File: src/rtl/orion_sync_demux_src.sv
// Clocked source for a two-phase bundled-data demux: buffers {data, sel}
// tokens and replays each as one transition on the A and Sel request lines.
module orion_sync_demux_src #(
    parameter int   WIDTH        = 1,
    parameter int   DEPTH        = 4,
    parameter int   SETUP_CYCLES = 1,
    parameter int   SYNC_STAGES  = 2,
    parameter logic REQ_INIT     = 1'b0,
    parameter int   CNT_WIDTH    = 16
) (
    input  logic                   clk,
    input  logic                   reset,
    input  logic                   in_valid,
    output logic                   in_ready,
    input  logic [WIDTH-1:0]       in_data,
    input  logic                   in_sel,
    output logic                   outA_req,
    input  logic                   outA_ack,
    output logic [WIDTH-1:0]       outA_data,
    output logic                   outSel_req,
    input  logic                   outSel_ack,
    output logic                   outSel_data,
    output logic                   busy,
    output logic [$clog2(DEPTH):0] fifo_count,
    output logic [CNT_WIDTH-1:0]   tokens_sent
);

    localparam int AW  = $clog2(DEPTH);
    localparam int CW  = AW + 1;
    localparam int SCW = (SETUP_CYCLES > 1) ? $clog2(SETUP_CYCLES) : 1;

    localparam logic [1:0] ST_IDLE  = 2'd0;
    localparam logic [1:0] ST_SETUP = 2'd1;
    localparam logic [1:0] ST_WAIT  = 2'd2;

    logic [WIDTH:0]           mem_q [DEPTH];
    logic [WIDTH:0]           mem_d [DEPTH];
    logic [AW-1:0]            wr_ptr_q, wr_ptr_d;
    logic [AW-1:0]            rd_ptr_q, rd_ptr_d;
    logic [CW-1:0]            count_q, count_d;
    logic                     in_ready_q, in_ready_d;

    logic [SYNC_STAGES-1:0]   ack_a_sync_q, ack_a_sync_d;
    logic [SYNC_STAGES-1:0]   ack_s_sync_q, ack_s_sync_d;

    logic [1:0]               state_q, state_d;
    logic [SCW-1:0]           setup_cnt_q, setup_cnt_d;
    logic                     req_a_q, req_a_d;
    logic                     req_s_q, req_s_d;
    logic [WIDTH-1:0]         data_q, data_d;
    logic                     sel_q, sel_d;
    logic [CNT_WIDTH-1:0]     sent_q, sent_d;

    logic                     push;
    logic                     pop;
    logic                     fifo_empty;
    logic                     done;
    logic [WIDTH:0]           head;

    assign fifo_empty = (count_q == '0);
    assign head       = mem_q[rd_ptr_q];
    assign done       = (ack_a_sync_q[SYNC_STAGES-1] == req_a_q) &
                        (ack_s_sync_q[SYNC_STAGES-1] == req_s_q);

    // Ack synchronisers, oldest sample at the top bit
    always_comb begin
        ack_a_sync_d = {ack_a_sync_q[SYNC_STAGES-2:0], outA_ack};
        ack_s_sync_d = {ack_s_sync_q[SYNC_STAGES-2:0], outSel_ack};
    end

    always_comb begin
        state_d     = state_q;
        setup_cnt_d = setup_cnt_q;
        req_a_d     = req_a_q;
        req_s_d     = req_s_q;
        data_d      = data_q;
        sel_d       = sel_q;
        sent_d      = sent_q;
        pop         = 1'b0;

        unique case (state_q)
            ST_IDLE: begin
                if (!fifo_empty) begin
                    pop     = 1'b1;
                    state_d = ST_SETUP;
                end
            end
            ST_SETUP: begin
                if (setup_cnt_q == '0) begin
                    req_a_d = ~req_a_q;
                    req_s_d = ~req_s_q;
                    state_d = ST_WAIT;
                end else begin
                    setup_cnt_d = setup_cnt_q - SCW'(1);
                end
            end
            ST_WAIT: begin
                if (done) begin
                    sent_d = sent_q + CNT_WIDTH'(1);
                    if (!fifo_empty) begin
                        pop     = 1'b1;
                        state_d = ST_SETUP;
                    end else begin
                        state_d = ST_IDLE;
                    end
                end
            end
            default: state_d = ST_IDLE;
        endcase

        if (pop) begin
            data_d      = head[WIDTH-1:0];
            sel_d       = head[WIDTH];
            setup_cnt_d = SCW'(SETUP_CYCLES - 1);
        end
    end

    // FIFO bookkeeping; a pushed entry only becomes visible next cycle
    always_comb begin
        push     = in_valid & in_ready_q;
        mem_d    = mem_q;
        wr_ptr_d = wr_ptr_q;
        rd_ptr_d = rd_ptr_q;
        count_d  = count_q;

        if (push) begin
            mem_d[wr_ptr_q] = {in_sel, in_data};
            wr_ptr_d        = wr_ptr_q + AW'(1);
        end
        if (pop) begin
            rd_ptr_d = rd_ptr_q + AW'(1);
        end

        unique case ({push, pop})
            2'b10:   count_d = count_q + CW'(1);
            2'b01:   count_d = count_q - CW'(1);
            default: count_d = count_q;
        endcase

        in_ready_d = (count_d != CW'(DEPTH));
    end

    always_ff @(posedge clk or posedge reset) begin
        if (reset) begin
            for (int i = 0; i < DEPTH; i++) begin
                mem_q[i] <= '0;
            end
            wr_ptr_q     <= '0;
            rd_ptr_q     <= '0;
            count_q      <= '0;
            in_ready_q   <= 1'b0;
            ack_a_sync_q <= {SYNC_STAGES{REQ_INIT}};
            ack_s_sync_q <= {SYNC_STAGES{REQ_INIT}};
            state_q      <= ST_IDLE;
            setup_cnt_q  <= '0;
            req_a_q      <= REQ_INIT;
            req_s_q      <= REQ_INIT;
            data_q       <= '0;
            sel_q        <= 1'b0;
            sent_q       <= '0;
        end else begin
            mem_q        <= mem_d;
            wr_ptr_q     <= wr_ptr_d;
            rd_ptr_q     <= rd_ptr_d;
            count_q      <= count_d;
            in_ready_q   <= in_ready_d;
            ack_a_sync_q <= ack_a_sync_d;
            ack_s_sync_q <= ack_s_sync_d;
            state_q      <= state_d;
            setup_cnt_q  <= setup_cnt_d;
            req_a_q      <= req_a_d;
            req_s_q      <= req_s_d;
            data_q       <= data_d;
            sel_q        <= sel_d;
            sent_q       <= sent_d;
        end
    end

    assign in_ready    = in_ready_q;
    assign outA_req    = req_a_q;
    assign outSel_req  = req_s_q;
    assign outA_data   = data_q;
    assign outSel_data = sel_q;
    assign busy        = (state_q != ST_IDLE) | !fifo_empty;
    assign fifo_count  = count_q;
    assign tokens_sent = sent_q;

endmodule
File: config.mk
export PLATFORM = sky130hd
export DESIGN_NAME = orion_sync_demux_src
export DESIGN_NICKNAME = d
export VERILOG_FILES = /design/src/rtl/orion_sync_demux_src.sv
export SDC_FILE = /design/constraint.sdc
export NUM_CORES = 1
export LEC_CHECK = 0
export BUFFER_PORTS_ARGS = -buffer_cell sky130_fd_sc_hd__buf_2
export CAP_MARGIN = 5
export CORE_MARGIN = 1.5
export CORE_UTILIZATION = 45
export DETAILED_ROUTE_END_ITERATION = 8
export GPL_ROUTABILITY_DRIVEN = 0
export PLACE_DENSITY = 0.72
export RECOVER_POWER = 50
export SETUP_SLACK_MARGIN = 0.4
export SLEW_MARGIN = 5
export SYNTH_ARGS = -nofsm -noshare
export SYNTH_HDL_FRONTEND = slang
export SYNTH_SLANG_ARGS = --single-unit
File: constraint.sdc
create_clock -name clk -period 5 [get_ports clk]
set_input_delay 1 -clock clk [delete_from_list [all_inputs] [get_ports clk]]
set_output_delay 1 -clock clk [all_outputs]
set_load 0.02 [all_outputs]
==> out/results.ini <==
[worst_setup_path]
crit_required_ps=4960
cp_slowest_stage_delay_ps=1550
crit_chain=buf_2 -> inv_1 -> clkbuf_1
critPathTopFamily=buffers and inverters
startpoint_type=input pin
crit_path_end_kind=async pin
crit_buf_inv=3
arrival_ps=2700
cp_max_fo=42
cp_slowest_cell=clkbuf_1
crit_type=in -> async

[synth]
ys_warn_count=0
synthesis.nets=157
synth_cells=143
synth-seq-cells=42
ys_types=28
synth_area_per_cell_um2=13.2
yosysSeqAreaShare=0.556
syn_area_um2=1890

[power_and_ir_drop]
powerDensity_nw_per_um2=607
peakVddDrop_mv=0.327
p_leak_nw=1.03

[grt]
grt-ovfl-total=0
grt_pass1_wl_um=5380
grt_pass1_vias=1165
antenna_found_initial=0
grt_max_degree=43
grtUsageTotal=0.165

[sta]
fin_crit_ps=2730
tns_ps=0
final_max_slew_viol_count=43
min_period_over_period=0.547
finalHoldViolCount=0
worst_pin_slew_ps=2170
rsz0062_at_grt=false
skew_ps=11.8
fmax_ghz=0.366
final-setup-viol-count=0
slew-limit-headroom=-0.449

[final_layout]
layout-drive-gt1-share=0.298
final_common_cell=dfrtp_1
final_cell_mix=dfrtp_1, buf_2, xnor2_1
area.growth.synth_to_final_pct=15.7
antenna_cells=0
fin_nets=194
postLayoutCellArea_um2=2190

[status]
outcome=finished with violations
violations=capacitance limit, slew limit

[drt]
wl_um=3320
wl_per_cell_um=14.4
dr.first_iter.drc_count=59
first_pass_iters=4
drc=0
ant_nets=0
dr_total_vias=1196
viasPerCell=5.18

[floorplanning]
core-area_um2=4030
num_rows=23
die_w_um=67.8
start_util=0.470
io_pins=32
die_area_um2=4600
die_height_um=67.8

[clock_tree]
cts_setup_buffers=0
cts-resized-gates=0
htree_levels=2
cts.reportedPaths.clkPinSlew_ps=70
cts_tree=yes
cts_made_buffers=5
cts_hold_repair.buffers=0
clk-insertion-delay-late_ps=300
max-clock-path-buffers=2
cts.root.buffer_cell=clkbuf_8
tritoncts_num_sinks=42

[hold_path]
hold_path.class=reg -> reg

[place]
port_buffers=31
placedInstanceArea_um2=2100
dpl.hpwl_um=2460

[job]
drv_cap=1

[path summary, 6_finish.rpt]
path                            startpoint               to  slack [ps]  depth (start not counted)
max in group clk                outSel_req         in_ready        2540                         10
min in group asynchronous            reset   tokens_sent[6]        1490                          3
min reg2reg                ack_a_sync_q[0]  ack_a_sync_q[1]         350                          0
max reg2reg                     outSel_req         in_ready        2540                         10
max                                  reset    fifo_count[1]        2270                          3
min                        ack_a_sync_q[0]  ack_a_sync_q[1]         350                          0
[cells in the mapped netlist]
cell | instances | area (µm²)
xor2_2 | 2 | 32.5
nor4b_4 | 1 | 23.8
buf_6 | 1 | 11.3
nand4_1 | 7 | 43.8
nor4_4 | 1 | 21.3
nand3_1 | 13 | 65.1
nand3b_1 | 1 | 7.51
nor2_1 | 6 | 22.5
mux2i_1 | 1 | 10.0
and2_2 | 1 | 7.51
and2_4 | 1 | 8.76
xor2_1 | 4 | 35.0
and2_1 | 1 | 6.26
clkbuf_1 | 1 | 3.75
inv_1 | 7 | 26.3
mux2_2 | 10 | 113
nand2_1 | 6 | 22.5
nand2b_1 | 1 | 6.26
mux2_4 | 2 | 30.0
and3_1 | 3 | 18.8
mux4_2 | 2 | 45.0
fa_1 | 1 | 20.0
xnor2_1 | 19 | 166
nor3_1 | 1 | 5.00
o21ai_2 | 1 | 8.76
dfrtp_1 | 42 | 1050
o21ai_0 | 1 | 5.00
ha_1 | 6 | 75.1
[through the flow]
step / setup slack [ps] / cells / power, mW / hold WS [ps] / utilization
detailed placement: 2450 / 223 / 1.09 / 335 / 0.522
global placement: 2520 / 223 / 1.06 / 333 / 0.522
global route: 1760 / 231 / 1.42 / 361 / 0.543
floorplan: 2700 / 143 / 0.970 / 331 / -
CTS: 2690 / 231 / 1.36 / 350 / 0.548
finish: 2270 / 231 / 1.33 / 349 / 0.543
[area by class of cell]
class	count	area [µm²]
tap	50	62.6
clock inverter	1	30.0
clock buffer	7	76.3
inverter	7	26.3
fill	359	1840
multi-input combinational	92	786
timing repair buffer	32	158
sequential	42	1050
[sequential cells by signal, summed over array words and instances (netlist names)]
register / count
mem_q: 8
rd_ptr_q: 2
tokens_sent: 16
state_q: 2
outSel_data: 1
outSel_req: 1
in_ready: 1
ack_s_sync_q: 2
wr_ptr_q: 2
fifo_count: 3
ack_a_sync_q: 2
outA_data: 1
outA_req: 1
[cells by family (layout without fill, tap and decap cells)]
logic type / Yosys count / after routing / share of synthesized area
compound gates: 2 / 2 / 0.00727
xor+xnor: 25 / 25 / 0.124
fa+ha+maj: 7 / 7 / 0.0503
buf+inv: 9 / 47 / 0.0218
flops: 42 / 42 / 0.556
mux: 15 / 15 / 0.104
simple gates: 43 / 43 / 0.137
[per-layer routing]
layer | global-route usage | vias up | wire (µm)
met1 | 0.203 | 601 | 1440
met5 | 0 | - | 0
met2 | 0.262 | 31 | 1620
li1 | - | 556 | -
met3 | 0.0395 | 8 | 167
met4 | 0.105 | 0 | 91
[where the power goes]
group	switching (mW)	internal [mW]
sequential	0.101	0.453
clock	0.113	0.149
combinational	0.265	0.247
Note: power is estimated with default switching activity, not from simulation.
